$ cat src/rtl/blink_gen.sv
// rtl/blink_gen.sv - reaction-game target/window sequencer.
// Define BLINK_GEN_LFSR_EN for pseudo-random targets and gaps; otherwise targets rotate and the gap is fixed.
module blink_gen #(
  parameter int unsigned WIN_INIT = 1000,
  parameter int unsigned WIN_MIN  = 100,
  parameter int unsigned WIN_STEP = 50,
  parameter int unsigned GAP_MIN  = 200
) (
  input  logic       clk,
  input  logic       reset,
  input  logic       start,
  input  logic       stop,
  input  logic       hit,
  input  logic       lose,
  output logic [3:0] led,
  output logic       win_en,
  output logic [7:0] score,
  output logic       game_over
);

  localparam logic [1:0] S_IDLE = 2'd0;
  localparam logic [1:0] S_GAP  = 2'd1;
  localparam logic [1:0] S_SHOW = 2'd2;
  localparam logic [1:0] S_OVER = 2'd3;

  localparam logic [15:0] WIN_INIT_W   = 16'(WIN_INIT);
  localparam logic [15:0] WIN_MIN_W    = 16'(WIN_MIN);
  localparam logic [15:0] WIN_STEP_W   = 16'(WIN_STEP);
  localparam logic [15:0] GAP_MIN_W    = 16'(GAP_MIN);
  localparam logic [16:0] SHRINK_FLOOR = 17'(WIN_MIN) + 17'(WIN_STEP);

  logic [1:0]  state_q, state_d;
  logic [15:0] cnt_q, cnt_d;
  logic [15:0] win_len_q, win_len_d;
  logic [1:0]  target_q, target_d;
  logic [7:0]  score_q, score_d;
  logic [15:0] win_len_shrunk;
  logic [15:0] gap_len_cur;
  logic [1:0]  target_first;
  logic [1:0]  target_after_hit;
  logic        gap_load;

`ifdef BLINK_GEN_LFSR_EN
  logic [15:0] lfsr_q;
  logic [15:0] lfsr_d;
  logic [15:0] gap_len_q;

  // Right-shifting Galois form of x^16 + x^14 + x^13 + x^11 + 1
  assign lfsr_d           = {1'b0, lfsr_q[15:1]} ^ (lfsr_q[0] ? 16'hB400 : 16'h0000);
  assign target_first     = lfsr_q[1:0];
  assign target_after_hit = lfsr_q[1:0];
  assign gap_len_cur      = gap_len_q;

  always_ff @(posedge clk or posedge reset) begin
    if (reset) begin
      lfsr_q    <= 16'hACE1;
      gap_len_q <= GAP_MIN_W;
    end else begin
      lfsr_q <= lfsr_d;
      if (gap_load) begin
        gap_len_q <= GAP_MIN_W + {8'h00, lfsr_q[9:2]};
      end
    end
  end
`else
  assign target_first     = 2'd0;
  assign target_after_hit = target_q + 2'd1;
  assign gap_len_cur      = GAP_MIN_W;
`endif

  assign win_len_shrunk = ({1'b0, win_len_q} >= SHRINK_FLOOR) ? (win_len_q - WIN_STEP_W) : WIN_MIN_W;

  always_comb begin
    state_d   = state_q;
    cnt_d     = cnt_q;
    win_len_d = win_len_q;
    target_d  = target_q;
    score_d   = score_q;
    gap_load  = 1'b0;
    if (stop) begin
      state_d = S_IDLE;
      cnt_d   = 16'd0;
      score_d = 8'd0;
    end else begin
      case (state_q)
        S_IDLE, S_OVER: begin
          if (start) begin
            state_d   = S_GAP;
            cnt_d     = 16'd0;
            score_d   = 8'd0;
            win_len_d = WIN_INIT_W;
            target_d  = target_first;
            gap_load  = 1'b1;
          end
        end
        S_GAP: begin
          if (cnt_q == gap_len_cur - 16'd1) begin
            state_d = S_SHOW;
            cnt_d   = 16'd0;
          end else begin
            cnt_d = cnt_q + 16'd1;
          end
        end
        S_SHOW: begin
          // lose outranks hit, and hit outranks the window expiring on the same cycle
          if (lose) begin
            state_d = S_OVER;
            cnt_d   = 16'd0;
          end else if (hit) begin
            state_d   = S_GAP;
            cnt_d     = 16'd0;
            score_d   = (score_q == 8'hFF) ? score_q : score_q + 8'd1;
            win_len_d = win_len_shrunk;
            target_d  = target_after_hit;
            gap_load  = 1'b1;
          end else if (cnt_q == win_len_q - 16'd1) begin
            state_d = S_OVER;
            cnt_d   = 16'd0;
          end else begin
            cnt_d = cnt_q + 16'd1;
          end
        end
        default: state_d = S_IDLE;
      endcase
    end
  end

  always_ff @(posedge clk or posedge reset) begin
    if (reset) begin
      state_q   <= S_IDLE;
      cnt_q     <= 16'd0;
      win_len_q <= WIN_INIT_W;
      target_q  <= 2'd0;
      score_q   <= 8'd0;
    end else begin
      state_q   <= state_d;
      cnt_q     <= cnt_d;
      win_len_q <= win_len_d;
      target_q  <= target_d;
      score_q   <= score_d;
    end
  end

  always_comb begin
    led       = 4'h0;
    win_en    = 1'b0;
    game_over = 1'b0;
    case (state_q)
      S_SHOW: begin
        led    = 4'b0001 << target_q;
        win_en = 1'b1;
      end
      S_OVER: begin
        led       = 4'hF;
        game_over = 1'b1;
      end
      default: ;
    endcase
  end

  assign score = score_q;

endmodule

$ cat config.mk
export PLATFORM = sky130hd
export DESIGN_NAME = blink_gen
export DESIGN_NICKNAME = d
export VERILOG_FILES = /design/src/rtl/blink_gen.sv
export SDC_FILE = /design/constraint.sdc
export NUM_CORES = 1
export LEC_CHECK = 0
export CAP_MARGIN = 20
export CORE_MARGIN = 2
export CORE_UTILIZATION = 64
export CTS_CLUSTER_DIAMETER = 100
export DETAILED_ROUTE_END_ITERATION = 16
export PLACE_DENSITY = 0.85
export SYNTH_ARGS = -nofsm -noshare
export SYNTH_HDL_FRONTEND = slang
export SYNTH_SLANG_ARGS = --single-unit
$ cat constraint.sdc
create_clock -name clk -period 4.5 [get_ports clk]
set_input_delay 1.125 -clock clk [delete_from_list [all_inputs] [get_ports clk]]
set_output_delay 1.125 -clock clk [all_outputs]
set_load 0.01 [all_outputs]
Yosys cells after proc, flatten, opt, wreduce, memory -nomap -nowiden
Index checks and enable logic that the tools add are counted.

Flip-flop bits (word level): 44. Bits of input ports: 6. Word-level logic and storage cells: 67.

Add/sub/neg operators: 5. $lt $le $gt $ge: 1. Eq/ne operators: 15. Shift operators: 1. Muxes and demuxes: 32. Bitwise gates (word level): 1. Reductions and logical operators: 7.

Operators by type and width (number): $mux W16 (10); $pmux W16 S3 (1); $mux W8 (5); $pmux W16 S2 (1); $mux W2 (9); $add A16 B1 Y16 const B (1); $eq A16 B16 Y1 (1); $eq A16 B8 Y1 const B (1); $ge A16 B8 Y1 const B (1); $pmux W8 S2 (1); $sub A16 B1 Y16 const B (1); $sub A16 B6 Y16 const B (1); $ne A3 B3 Y1 const B (5); $reduce_and A5 Y1 (2); $add A8 B1 Y8 const B (1); $eq A8 B8 Y1 const B (1); $pmux W4 S2 (1); $ne A2 B2 Y1 const B (3); $pmux W2 S3 (1); $ne A5 B5 Y1 const B (1); $eq A2 B2 Y1 const B (2); $pmux W2 S2 (1); $shl A1 B2 Y4 const A (1); $reduce_and A3 Y1 (1); 8 further kinds (9).

Logic depth before layout (Yosys ltp)
Gate-level depths: netlist (run 1).

Depth after elaboration: 7. Depth in mapped cells: 12.

Least setup slack after synthesis (run 1)
OpenSTA, ideal clock, no wires.

Path type: input -> register. From: in lose. To: reg win_len_q[14]. Arrival time: 2.589 ns. Data required time: 4.377 ns. Setup slack: 1.788 ns. Stages: 8. Buffers on the path: 0. Cell sequence: nand2b_1 -> a21oi_1 -> nand2_1 -> or3b_2 -> nor3_1 -> nand2_1 -> xor2_1 -> nor2_1.

Longest elaborated chain between the ends: 2.

RTL lines: from (decl) (RTL line 14) `input logic lose,`; $ne A2 B2 Y1 (no line); $reduce_and A5 Y1 (no line); to (signal assigned) (RTL line 138) `win_len_q <= win_len_d;`; to (decl) (RTL line 34) `logic [15:0] win_len_q, win_len_d;`.

Every way passes these cells. A chain may end at the register's enable or synchronous reset.

Worst setup path in the final report (run 1)
From: reg state_q[0]. To: out led[1].

Longest elaborated chain between the ends: 2.

RTL lines: from (decl) (RTL line 32) `logic [1:0] state_q, state_d;`; from (signal assigned) (RTL line 136) `state_q <= state_d;`; $eq A2 B2 Y1 (RTL line 148) `case (state_q)`; $pmux W4 S2 (*) (RTL line 148); to (decl) (RTL line 15) `output logic [3:0] led,`.

Every way passes the cells marked *; elsewhere a longest branch is shown, timed or not.

==> impl_metrics.tcl, run 1 <==
set metrics [dict create \
    status "complete, no violations" \
    cts.reportedPaths.clkPinSlew_ns 0.08 \
    antenna_found_initial 0 \
    crit_slowest_cell "ha_1" \
    yosysWarningCount 0 \
    start_util_pct 65.6 \
    grt_pass1_wl_microns 11100 \
    numClockSinks 43 \
    required_ns 3.38 \
    syn-cell-area_sq_um 3080 \
    hold-path-endpoint "score[7]" \
    setup_viol 0 \
    synthCells 368 \
    grt_max_degree 44 \
    pwr-share-comb_pct 29.9 \
    r2r_slack_ns 1.55 \
    clk-insertion-delay-late_ns 0.29 \
    synth_nets 384 \
    drv_slew 0 \
    worstPathCellList "inv_1 > ha_1 > a21o_1 > clkdlybuf4s50_1" \
    timing.setup.tns_ns 0 \
    fin_cells 425 \
    first_pass_iters 4 \
    ios 20 \
    max_slew_margin_pct 50.3 \
    regArea_sq_um 1080 \
    worst_slew_pin_slew_ns 0.745 \
    drt_iter0_drc 246 \
    intPower_w 0.000729 \
    area_growth_pct 8.86 \
    vdd_drop_max_v 0.000167 \
    io_buffer_count 19 \
    wire_per_inst_microns 15.1 \
    cts_root_buffer "clkbuf_8" \
    p_leak_nw 1.45 \
    worstSetupPathType "register to primary output" \
    tritoncts "built" \
    synth.avg_cell_area_sq_um 8.37 \
    layout_worst_path_cycle_share_pct 71.3 \
    post-dp-hpwl_microns 4770 \
    die_area_sq_um 5380 \
    htree_levels 2 \
    drc 0 \
    grtUsageTotal_pct 26.1 \
    p_switching_w 0.000381 \
    n_antenna_cell 0 \
    cts_max_path_buffers 2 \
    slowest_delay_ns 0.56 \
    rows 25 \
    synth-async-reset-ratio_pct 100 \
    rr_worst_depth 11 \
    r2r-start "win_len_q[1]" \
    drt-total-wl_microns 6420 \
    synth-edff-count 0 \
    ys_seq_area_share_pct 35.2 \
    gr-total-overflow 0 \
    dp_cells 417 \
    seqPwrFrac_pct 42.2 \
    cts_resized 0 \
    drive_gt1_share_pct 7.28 \
    p_clk_share_pct 27.9 \
    holdBufCountCts 0 \
    rsz0062_at_grt "false" \
    drtAntennaViolNets 0 \
    worst_hold_startpoint "score[7]" \
    end_kind "primary output" \
    crit_family "buffers and inverters" \
    core_area_sq_um 4690 \
    swShare_pct 34.3 \
    period_needed_ns 3.21 \
    hold_depth 1 \
    fin_nets 386 \
    die_x_microns 73.4 \
    synth_cell_types 52 \
    hold_viol_final 0 \
    post-cts-setup-buffer-count 0 \
    ys.flop_type "dfrtp_1" \
    skew_ns 0.00716 \
    grt_pass1_vias 2431 \
    die_h_microns 73.4 \
    multiInputGateArea_sq_um 1820 \
    finalPower_w 0.00111 \
    cp.depth 4 \
    cts_buffers 5 \
    power_density_nw_per_um2 331 \
    synth_seq_cells 43 \
    globalplace.congestion 0.854 \
    max_freq_ghz 0.312 \
    crit_path_start_kind "register" \
    worstPathArrival_ns 2.08 \
    cap_violations 0 \
    fill_cells 375 \
    crit_fanout 18 \
    holdCritPathClass "register to register" \
    cp_num_buf_inv 2 \
    vias 2616 \
    rr_endpoint "cnt_q[15]" \
    viasPerCell 6.16 \
]
metal layers:
metal	vias up	GRT usage, %	wire, microns
met1	1246	35.6	2940
met4	0	9.90	20
met5	-	0	0
li1	1307	-	-
met2	61	41.9	3220
met3	2	4.12	243
cells by family (layout without fill, tap and decap cells):
logic type,after synthesis,count (layout),synth area share (%)
DFF,43,43,35.2
muxes,10,10,3.37
buffers and inverters,40,43,5.65
AOI/OAI and AO/OA,92,92,19.5
xor gates and xnor gates,21,21,6.42
adders and majority gates,10,10,4.06
and+or+nand+nor,152,152,25.8
synthesized netlist by cell type (2+ instances only):
library cell / count / share of area (%)
or3_1: 5 / 1.0
nand2_1: 38 / 4.6
nor2b_1: 8 / 1.6
o41ai_1: 2 / 0.57
o31ai_1: 3 / 0.73
ha_1: 10 / 4.1
xor2_1: 6 / 1.7
nor4_4: 2 / 1.4
nand3b_1: 4 / 0.98
mux2_1: 2 / 0.73
a21o_1: 7 / 1.7
nor4_1: 6 / 1.2
a22o_1: 5 / 1.4
nor2_1: 32 / 3.9
nand2b_1: 7 / 1.4
and3_1: 8 / 1.6
or3_4: 3 / 1.1
o211a_1: 2 / 0.65
nand3_1: 20 / 3.3
dfrtp_1: 37 / 30
clkbuf_1: 17 / 2.1
a21boi_0: 3 / 0.73
mux2i_1: 7 / 2.3
a31oi_1: 3 / 0.61
buf_6: 2 / 0.73
buf_2: 7 / 1.1
nor3_1: 11 / 1.8
o211ai_1: 2 / 0.49
xnor2_1: 14 / 4.0
nand4_1: 3 / 0.61
dfstp_2: 6 / 5.1
o31a_1: 2 / 0.57
inv_1: 13 / 1.6
o21ai_0: 42 / 6.8
a21oi_1: 12 / 2.0
stage by stage:
step           hold slack, ns  utilization (%)  instance area (sq um)  worst slack (ns)
2_1_floorplan           0.479                -                   3080              1.79
3_3_place_gp            0.511             68.9                   3230              1.22
3_5_place_dp            0.522             68.9                   3230              1.14
4_1_cts                 0.534             71.4                   3350              1.29
5_1_grt                 0.548             71.4                   3350              1.17
6_report                0.527             71.4                   3350              1.29
worst max path at each step:
stage	end	start
2_1_floorplan	win_len_q[14]	lose
3_3_place_gp	win_len_q[14]	lose
3_5_place_dp	win_len_q[14]	lose
4_1_cts	led[1]	state_q[0]
5_1_grt	led[1]	state_q[0]
6_report	led[1]	state_q[0]
worst register-to-register path: stages (launching register included):
cell       delay [ns]
dfrtp_1          0.49
inv_1            0.10
ha_1             0.22
nor2b_1          0.32
a21boi_0         0.25
a2111oi_4        0.34
o221ai_2         0.15
nor4_4           0.35
nor4_4           0.05
buf_4            0.23
a21o_1           0.19
a22o_1           0.17
sequential cells by signal, indices dropped and copies added (netlist names):
name / cells
win_len_q: 15
target_q: 2
cnt_q: 16
state_q: 2
score: 8
cell usage in the layout, fill, tap and decap left out, types with 2 or more instances in the layout:
cell type	Yosys	layout
o21ai_0	42	42
a21o_1	7	7
clkdlybuf4s50_1	0	19
nand2b_1	7	7
o211ai_1	2	2
buf_4	0	3
o31a_1	2	2
nand3_1	20	20
a21oi_1	12	12
o31ai_1	3	3
or3_1	5	5
mux2_1	2	2
and3_1	8	8
nand4_1	3	3
dfrtp_1	37	37
mux2i_1	7	7
inv_1	13	12
xor2_1	6	6
xnor2_1	14	14
nor4_4	2	2
a31oi_1	3	3
nand2_1	38	38
nor4_1	6	6
nor2_1	32	32
ha_1	10	10
dfstp_2	6	6
a22o_1	5	5
or3_4	3	3
nand3b_1	4	4
o41ai_1	2	2
o211a_1	2	2
a21boi_0	3	3
nor3_1	11	11
nor2b_1	8	8
clkbuf_8	0	6
power by group through the flow:
| stage | clock network [W] | registers [W] | logic, W |
|---|---|---|---|
| after CTS | 0.000315 | 0.000467 | 0.000332 |
| after floorplan | 0 | 0.000438 | 0.000294 |
| after global placement | 0 | 0.000473 | 0.000319 |
| final | 0.000310 | 0.000468 | 0.000332 |
| after detailed placement | 0 | 0.000474 | 0.000330 |
| after global routing | 0.000336 | 0.000474 | 0.000372 |
layout make-up:
| cell class | count | area share (%) |
|---|---|---|
| flip-flops and latches | 43 | 32.3 |
| multi-input cells | 285 | 54.3 |
| clock inverters | 2 | 1.05 |
| clock buffers | 6 | 2.46 |
| inverters | 13 | 1.46 |
| well taps | 54 | 2.02 |
| repair buffers | 22 | 6.35 |
Power figures use the tool's default switching activity.
==> run 2, diff against run 1 <==
- CORE_UTILIZATION: 64 -> 54
- PLACE_DENSITY: 0.85 -> 0.77
- clock period: 4.5 -> 2.7 ns (I/O delays scaled with it)
==> run 2 against run 1 <==
Against the previous run:
- the run now ends with negative setup slack left
- count of clock-buffer cells in the layout unchanged
- largest cell class unchanged
- power increased by 85%
- first-iteration DRC count decreased by 43%
- die area increased by 17%
- via count increased by 13%
- utilization decreased by 1.2 points
- design area increased by 15%
- highest routed layer unchanged
- critical path depth increased by 9
- sequential cell count unchanged
- largest power group is now combinational cells
- non-clock buffer count increased by 50
- global-route usage decreased by 0.38 points
==> impl_metrics.tcl, run 2 (synthesized netlist as in run 1, its figures left out) <==
set metrics [dict create \
    p_leak_nw 1.70 \
    finalPower_w 0.00205 \
    pwr-share-comb_pct 40.9 \
    critPathMostFrequentCell "buf_4" \
    wl_met2_microns 3920 \
    worst_slew_pin_slew_ns 0.835 \
    worst_hold_startpoint "score[7]" \
    layout_worst_path_cycle_share_pct 105 \
    drv_slew 0 \
    rr_endpoint "cnt_q[15]" \
    drt_iter0_drc 140 \
    globalplace.congestion 0.881 \
    cts.reportedPaths.clkPinSlew_ns 0.09 \
    layout_common_cells "buf_4, o21ai_0, nand2_1, dfrtp_1, nor2_1" \
    vdd_drop_max_v 0.000375 \
    m1WireLength_microns 3460 \
    p_switching_w 0.000765 \
    worst_slack_ns -0.133 \
    hold_depth 1 \
    cp_num_buf_inv 5 \
    start_util_pct 55.9 \
    worstSetupPathType "register to register" \
    violations "negative setup slack" \
    first_pass_iters 4 \
    core_area_sq_um 5510 \
    htree_levels 2 \
    skew_ns 0.00698 \
    slowest_delay_ns 0.39 \
    area_growth_pct 25.7 \
    intPower_w 0.00129 \
    required_ns 2.91 \
    cp-startpoint "win_len_q[4]" \
    fin_nets 438 \
    rows 27 \
    wl_met3_microns 385 \
    cts_max_path_buffers 2 \
    antenna_found_initial 0 \
    gr-total-overflow 0 \
    drtAntennaViolNets 0 \
    r2r-start "win_len_q[4]" \
    crit_family "simple AND/OR/NAND/NOR gates" \
    wire_per_inst_microns 16.2 \
    grt_max_degree 23 \
    layout_commonest_cell "buf_4" \
    top_layer "met4" \
    tritoncts "built" \
    viasPerCell 5.96 \
    post-dp-hpwl_microns 5410 \
    period_needed_ns 2.83 \
    drc 0 \
    vias 2950 \
    worstPathArrival_ns 3.04 \
    hold_viol_final 0 \
    cap_violations 0 \
    worstPathCellList "buf_4 > nor3_1 > buf_4 > nand3_1 > buf_4 > nor4_2 > o221ai_2 > nor4_4 > buf_6 > nor4_4 > buf_6 > a21o_1 > a22o_1" \
    end_kind "register" \
    numClockSinks 43 \
    swShare_pct 37.3 \
    max_slew_margin_pct 44.0 \
    power_density_nw_per_um2 530 \
    die_x_microns 79.5 \
    rr_worst_depth 13 \
    hold-path-endpoint "score[7]" \
    drt-total-wl_microns 8040 \
    grt_pass1_vias 2799 \
    grtUsageTotal_pct 25.7 \
    crit_slowest_cell "dfrtp_1" \
    cts_root_buffer "clkbuf_8" \
    p_clk_share_pct 22.6 \
    drive_gt1_share_pct 22.0 \
    r2r_slack_ns -0.13 \
    top_register "cnt_q" \
    setup_viol 12 \
    io_buffer_count 19 \
    die_area_sq_um 6320 \
    grt_pass1_wl_microns 12800 \
    holdCritPathClass "register to register" \
    seqPwrFrac_pct 36.6 \
    ios 20 \
    status "finished, violations left" \
    max_freq_ghz 0.353 \
    cts_buffers 5 \
    die_h_microns 79.5 \
    largest_reg_flops 16 \
    n_antenna_cell 0 \
    clk-insertion-delay-late_ns 0.31 \
    rsz0062_at_grt "true" \
    dp_cells 472 \
    crit_fanout 6 \
    fin_cells 495 \
    crit_path_start_kind "register" \
]
==> run 2: power groups by stage <==
stage | logic, W | registers (W) | clock network, W
finish | 0.000838 | 0.000750 | 0.000463
global route | 0.000912 | 0.000757 | 0.000493
CTS | 0.000793 | 0.000746 | 0.000471
detailed placement | 0.000715 | 0.000762 | 0
global placement | 0.000702 | 0.000761 | 0
floorplan | 0.000490 | 0.000729 | 0
==> run 2: timing repair <==
| action | CTS | global route |
|---|---|---|
| resized for setup | 4 | 18 |
| pin swaps | 10 | 10 |
| setup endpoints to repair | 18 | 22 |
| hold buffers | 0 | 0 |
| cloned | 2 | 1 |
| endpoints found under the hold margin | 0 | 0 |
| setup buffers | 7 | 6 |
==> run 2: worst max path at each step <==
stage / to / slack (ns) / cells past startpoint
final: cnt_q[15] / -0.13 / 13
after CTS: cnt_q[15] / -0.04 / 9
after global routing: cnt_q[15] / -0.19 / 10
after global placement: cnt_q[6] / -0.12 / 10
after detailed placement: cnt_q[6] / -0.19 / 10
after floorplan: state_q[0] / 0.04 / 9
==> run 2: area by class of cell <==
| class | count | area (sq um) |
|---|---|---|
| multi-input combinational | 287 | 1940 |
| tap | 72 | 90.1 |
| fill | 440 | 1640 |
| clock inverter | 2 | 16.3 |
| inverter | 13 | 48.8 |
| sequential | 43 | 1080 |
| clock buffer | 6 | 82.6 |
| timing repair buffer | 72 | 606 |
==> run 2: worst reg2reg max path, stage by stage, from the launching register on <==
cell	delay [ns]
dfrtp_1	0.39
buf_4	0.14
nor3_1	0.20
buf_4	0.18
nand3_1	0.10
buf_4	0.16
nor4_2	0.34
o221ai_2	0.17
nor4_4	0.35
buf_6	0.18
nor4_4	0.06
buf_6	0.15
a21o_1	0.15
a22o_1	0.17
==> run 2: per-layer routing <==
| layer | up-vias | GRT usage (%) |
|---|---|---|
| met4 | 0 | 9.66 |
| met5 | - | 0 |
| li1 | 1419 | - |
| met2 | 89 | 42.4 |
| met3 | 25 | 5.43 |
| met1 | 1417 | 33.1 |
==> run 2: stage by stage <==
step           utilization (%)  worst slack [ns]  hold slack (ns)  area [sq um]  TNS [ns]
3_5_place_dp              64.4            -0.192            0.499          3550     -1.99
6_report                  70.3            -0.133            0.524          3870    -0.789
3_3_place_gp              64.4            -0.116            0.494          3550    -0.757
2_1_floorplan                -            0.0351            0.479          3080         0
4_1_cts                   68.1           -0.0437            0.517          3750   -0.0545
5_1_grt                   70.3            -0.187            0.567          3870     -1.52
